==> src/rtl/operand_collector.sv <==
// Single operand collector: latches one dispatched instruction, reads its source operands from the banked RF, hands it to the EU.
// Optional BGPU_OPC_ZERO_REG_EN: register 0 reads as zero without a bank request.
module operand_collector #(
   parameter int unsigned NumTags         = 8,
   parameter int unsigned PcWidth         = 32,
   parameter int unsigned NumWarps        = 8,
   parameter int unsigned WarpWidth       = 32,
   parameter int unsigned RegIdxWidth     = 6,
   parameter int unsigned OperandsPerInst = 2,
   parameter int unsigned NumBanks        = 4,
   parameter int unsigned RegWidth        = 32,
   localparam int unsigned TagWidth       = $clog2(NumTags),
   localparam int unsigned WidWidth       = $clog2(NumWarps),
   localparam int unsigned IidWidth       = TagWidth + WidWidth,
   localparam int unsigned BankSelWidth   = $clog2(NumBanks),
   localparam int unsigned BankAddrWidth  = WidWidth + RegIdxWidth - BankSelWidth
) (
   input  logic                                            clk_i,
   input  logic                                            rst_ni,
   output logic                                            opc_ready_o,
   input  logic                                            disp_valid_i,
   input  logic [IidWidth-1:0]                             disp_tag_i,
   input  logic [PcWidth-1:0]                              disp_pc_i,
   input  logic [WarpWidth-1:0]                            disp_act_mask_i,
   input  logic [RegIdxWidth-1:0]                          disp_dst_i,
   input  logic [OperandsPerInst-1:0][RegIdxWidth-1:0]     disp_src_i,
   output logic [OperandsPerInst-1:0]                      read_req_valid_o,
   input  logic [OperandsPerInst-1:0]                      read_req_ready_i,
   output logic [OperandsPerInst-1:0][BankSelWidth-1:0]    read_req_bank_sel_o,
   output logic [OperandsPerInst-1:0][BankAddrWidth-1:0]   read_req_addr_o,
   input  logic [OperandsPerInst-1:0]                      read_rsp_valid_i,
   input  logic [OperandsPerInst-1:0][RegWidth-1:0]        read_rsp_data_i,
   output logic                                            eu_valid_o,
   input  logic                                            eu_ready_i,
   output logic [IidWidth-1:0]                             eu_tag_o,
   output logic [PcWidth-1:0]                              eu_pc_o,
   output logic [WarpWidth-1:0]                            eu_act_mask_o,
   output logic [RegIdxWidth-1:0]                          eu_dst_o,
   output logic [OperandsPerInst-1:0][RegWidth-1:0]        eu_operands_o
);

   localparam int unsigned GWidth = WidWidth + RegIdxWidth;

   localparam logic [1:0] IDLE    = 2'd0;
   localparam logic [1:0] COLLECT = 2'd1;
   localparam logic [1:0] DONE    = 2'd2;

   logic [1:0]                                    state_q;
   logic [OperandsPerInst-1:0]                    req_pending_q;
   logic [OperandsPerInst-1:0]                    have_q;
   logic [OperandsPerInst-1:0]                    have_next;
   logic [OperandsPerInst-1:0]                    zero_src;
   logic [OperandsPerInst-1:0][GWidth-1:0]        glob_idx;
   logic [OperandsPerInst-1:0][BankSelWidth-1:0]  disp_bank;
   logic [OperandsPerInst-1:0][BankAddrWidth-1:0] disp_addr;

   // Low bits of {wid, reg} pick the bank so consecutive registers of a warp spread across banks.
   always_comb begin
      glob_idx  = '0;
      disp_bank = '0;
      disp_addr = '0;
      for (int i = 0; i < OperandsPerInst; i++) begin
         glob_idx[i]  = {disp_tag_i[TagWidth +: WidWidth], disp_src_i[i]};
         disp_bank[i] = glob_idx[i][BankSelWidth-1:0];
         disp_addr[i] = glob_idx[i][GWidth-1:BankSelWidth];
      end
   end

`ifdef BGPU_OPC_ZERO_REG_EN
   always_comb begin
      zero_src = '0;
      for (int i = 0; i < OperandsPerInst; i++) begin
         zero_src[i] = (disp_src_i[i] == '0);
      end
   end
`else
   assign zero_src = '0;
`endif

   // Responses arriving this cycle count toward completion so DONE is entered without an extra cycle.
   assign have_next = have_q | (read_rsp_valid_i & ~have_q);

   assign opc_ready_o      = (state_q == IDLE);
   assign eu_valid_o       = (state_q == DONE);
   assign read_req_valid_o = req_pending_q;

   always_ff @(posedge clk_i or negedge rst_ni) begin
      if (!rst_ni) begin
         state_q             <= IDLE;
         req_pending_q       <= '0;
         have_q              <= '0;
         read_req_bank_sel_o <= '0;
         read_req_addr_o     <= '0;
         eu_tag_o            <= '0;
         eu_pc_o             <= '0;
         eu_act_mask_o       <= '0;
         eu_dst_o            <= '0;
         eu_operands_o       <= '0;
      end else begin
         case (state_q)
            IDLE: begin
               if (disp_valid_i) begin
                  eu_tag_o            <= disp_tag_i;
                  eu_pc_o             <= disp_pc_i;
                  eu_act_mask_o       <= disp_act_mask_i;
                  eu_dst_o            <= disp_dst_i;
                  read_req_bank_sel_o <= disp_bank;
                  read_req_addr_o     <= disp_addr;
                  req_pending_q       <= ~zero_src;
                  have_q              <= zero_src;
                  for (int i = 0; i < OperandsPerInst; i++) begin
                     if (zero_src[i]) begin
                        eu_operands_o[i] <= '0;
                     end
                  end
                  state_q <= (&zero_src) ? DONE : COLLECT;
               end
            end
            COLLECT: begin
               req_pending_q <= req_pending_q & ~read_req_ready_i;
               for (int i = 0; i < OperandsPerInst; i++) begin
                  if (read_rsp_valid_i[i] && !have_q[i]) begin
                     eu_operands_o[i] <= read_rsp_data_i[i];
                  end
               end
               have_q <= have_next;
               if (&have_next) begin
                  state_q <= DONE;
               end
            end
            DONE: begin
               if (eu_ready_i) begin
                  state_q <= IDLE;
               end
            end
            default: state_q <= IDLE;
         endcase
      end
   end

`ifndef SYNTHESIS
   // Unexpected responses are dropped by the datapath; this only makes them visible in simulation.
   always @(posedge clk_i) begin
      if (rst_ni) begin
         for (int i = 0; i < OperandsPerInst; i++) begin
            assert (!(read_rsp_valid_i[i] && ((state_q == IDLE) || have_q[i])))
               else $warning("operand_collector: unexpected read response on port %0d ignored", i);
         end
      end
   end
`endif

endmodule

==> config.mk <==
export PLATFORM = sky130hd
export DESIGN_NAME = operand_collector
export DESIGN_NICKNAME = d
export VERILOG_FILES = /design/src/rtl/operand_collector.sv
export SDC_FILE = /design/constraint.sdc
export NUM_CORES = 1
export LEC_CHECK = 0
export CORE_MARGIN = 2
export CORE_UTILIZATION = 36
export DETAILED_ROUTE_END_ITERATION = 6
export PLACE_DENSITY_LB_ADDON = 0.25
export SLEW_MARGIN = 10
export SYNTH_ARGS = -nofsm -noshare
export SYNTH_HDL_FRONTEND = slang
export SYNTH_SLANG_ARGS = --single-unit
==> constraint.sdc <==
create_clock -name clk_i -period 1.6 [get_ports clk_i]
set_clock_uncertainty 0.15 [all_clocks]
set_input_delay 0.16 -clock clk_i [delete_from_list [all_inputs] [get_ports clk_i]]
set_output_delay 0.16 -clock clk_i [all_outputs]
set_load 0.02 [all_outputs]
==> results_dict.tcl <==
set metrics [dict create \
    status "finished, violations left" \
    failed_checks "negative setup slack" \
    drive_gt1_frac 0.324 \
    clk_pin_slew_ns 0.06 \
    antenna_left 0 \
    cp-end-kind "register" \
    yosys_register_bits 158 \
    fin_crit_ns 1.82 \
    core-area_mm2 0.0165 \
    nFillCells 1211 \
    max-slew-margin-rel 0.774 \
    worstPathArrival_ns 1.97 \
    insertion_delay_ns 0.42 \
    synthTopCellsByArea "dfrtp_1 65%, mux2_2 23%, mux2_4 4.9%" \
    crit_chain "buf_6, nor4bb_4, buf_4, clkbuf_16, mux2_4" \
    rsz0062_at_grt "yes" \
    min-delay-path-class "input port to asynchronous set/reset pin" \
    cts.sinks 158 \
    hold_viol 0 \
    cp_max_fo 7 \
    gp_congestion 0.804 \
    worst_slack_ns -0.219 \
    vias 4462 \
    die-area_mm2 0.0179 \
    die_y_um 134 \
    root_buffer "clkbuf_16" \
    grt.overflow.total 0 \
    drv_slew 0 \
    grt_use_total 0.205 \
    wl_per_cell_um 19.3 \
    final_nets 885 \
    layout.cells.non_filler 958 \
    dpl_cell_area_mm2 0.00976 \
    synth_top_flop_cell "dfrtp_1" \
    vdd_drop_max_mv 1.05 \
    yosysTopAreaCell "dfrtp_1" \
    synth_top_area_frac 0.650 \
    die_w_um 134 \
    wl_mm 18.5 \
    num_io_pins 322 \
    critical_path_class "register to register" \
    grt_antenna_before_repair 0 \
    dp_hpwl_mm 12.5 \
    yosys-top-cells-count "158 x dfrtp_1, 125 x mux2_2, 20 x mux2_4" \
    vias_per_cell 4.66 \
    fmax_ghz 0.550 \
    grt_pass1_vias 5018 \
    grt_max_degree 43 \
    numPortBuffers 321 \
    synth_edf_count 0 \
    yosysSeqAreaShare 0.650 \
    cap_violations 0 \
    powerDensity_mw_per_mm2 2120 \
    avgSynthCellArea_um2 16.8 \
    fin_crit_sh 1.14 \
    async_flop_share 1.00 \
    worst_setup_path_start_kind "register" \
    yosysWarnings 0 \
    dr.pass1.iters 4 \
    initial_core_util 0.368 \
    n_antenna_cell 0 \
    post_synth_num_cell_types 20 \
    cp.required_ns 1.75 \
    syn-num-nets 521 \
    cellLeakagePower_uw 0.00515 \
    clockBufferDepth 2 \
    area_growth_syn_to_layout_pct 81.1 \
    yosysMostFrequentCell "dfrtp_1" \
    fin_tns_setup_ns -15.62 \
    max_stage_delay_ns 0.44 \
    r2r_start "state_q[1]" \
    drc 0 \
    setup_violations 151 \
    post-place-ws_ns -0.333 \
    rows 47 \
    cts_max_level 4 \
    tightestPinTransition_ns 0.339 \
    drt_iter0_markers 151 \
    dp.cells 906 \
    syn_area_mm2 0.00608 \
    crit_start "state_q[1]" \
    cts_tree "yes" \
    critPathSlowestCell "dfrtp_2" \
    cts_made_buffers 17 \
    synthCells 361 \
    fin_area_mm2 0.0110 \
    grt_pass1_wl_mm 28.4 \
]
-- routing by layer --
layer,vias to the layer above,share of wire,global-route usage
met2,204,0.51,0.358
met3,17,0.082,0.0779
met1,2249,0.39,0.236
li1,1992,-,-
met4,0,0.012,0.0550
met5,-,0,0
-- cell families (layout without fill, tap and decap cells) --
family / after synthesis / count (layout) / share of synthesized area
buffers and inverters: 27 / 404 / 0.0319
AND/OR/NAND/NOR: 14 / 14 / 0.0142
flip-flops: 158 / 158 / 0.650
AO/OA/AOI/OAI: 10 / 10 / 0.00967
multiplexers: 152 / 152 / 0.294
-- state kept, by name, summed over array words and instances (netlist names) --
register,flops
eu_operands_o,64
eu_tag_o,3
read_req_bank_sel_o,4
read_req_addr_o,11
have_q,2
read_req_valid_o,2
eu_dst_o,6
state_q,2
eu_act_mask_o,32
eu_pc_o,32
-- per-stage QoR --
stage                      util  total power, uW  hold slack [ns]
after floorplan               -            13000           -0.286
after global placement    0.591            18500          -0.0778
after detailed placement  0.591            18800          -0.0763
after CTS                 0.652            22800           0.0435
after global routing      0.666            24500           0.0635
final                     0.666            23300           0.0501
-- cell type report --
cell class	count	area (um^2)	area share
multi-input cells	176	2440	0.221
clock buffers	21	450	0.0409
clock inverters	11	141	0.0128
flip-flops and latches	158	3960	0.359
well taps	220	275	0.0250
repair buffers	369	3740	0.339
inverters	3	11.3	0.00102
-- cell usage in the layout, fill, tap and decap left out, types with 4 or more instances in the layout --
| cell | Yosys | final |
|---|---|---|
| o21ai_0 | 4 | 4 |
| mux2_4 | 20 | 146 |
| mux2_2 | 125 | 6 |
| buf_4 | 10 | 18 |
| clkinv_2 | 0 | 4 |
| clkbuf_16 | 0 | 23 |
| dfrtp_1 | 158 | 156 |
| dlygate4sd2_1 | 0 | 160 |
| clkdlybuf4s50_1 | 0 | 158 |
| nor2_1 | 7 | 6 |
| buf_6 | 6 | 7 |
| buf_12 | 0 | 14 |
| a21oi_1 | 4 | 4 |
-- worst paths after layout --
kind / to / slack (ns) / cells past startpoint
setup / recovery: eu_operands_o[49] / -0.22 / 5
hold / removal: eu_operands_o[3] / 0.05 / 2
setup reg to reg: eu_operands_o[49] / -0.22 / 5
hold reg to reg: eu_pc_o[31] / 0.35 / 1
max in group asynchronous: eu_operands_o[32] / 0.71 / 3
min in group clk_i: state_q[1] / 0.16 / 2
-- worst max-delay path: cells and delay by family (launching register included) --
family	cells	cell delay (ns)
buffers and inverters	3	0.51
muxes	1	0.30
DFF	1	0.44
and+or+nand+nor	1	0.31
-- timing repair --
action	4_1_cts	5_1_grt
setup buffers	11	1
endpoints found under the hold margin	158	0
resized for setup	261	59
hold buffers	1	0
setup endpoints to repair	311	154
gates cloned	6	6
pin swaps	2	3
-- power breakdown --
group | switching [uW] | internal [uW] | total, uW
registers | 1170 | 6070 | 7240
clock network | 1610 | 2490 | 4100
logic | 5500 | 6450 | 12000
No activity file was read; power rests on OpenSTA's default activity.
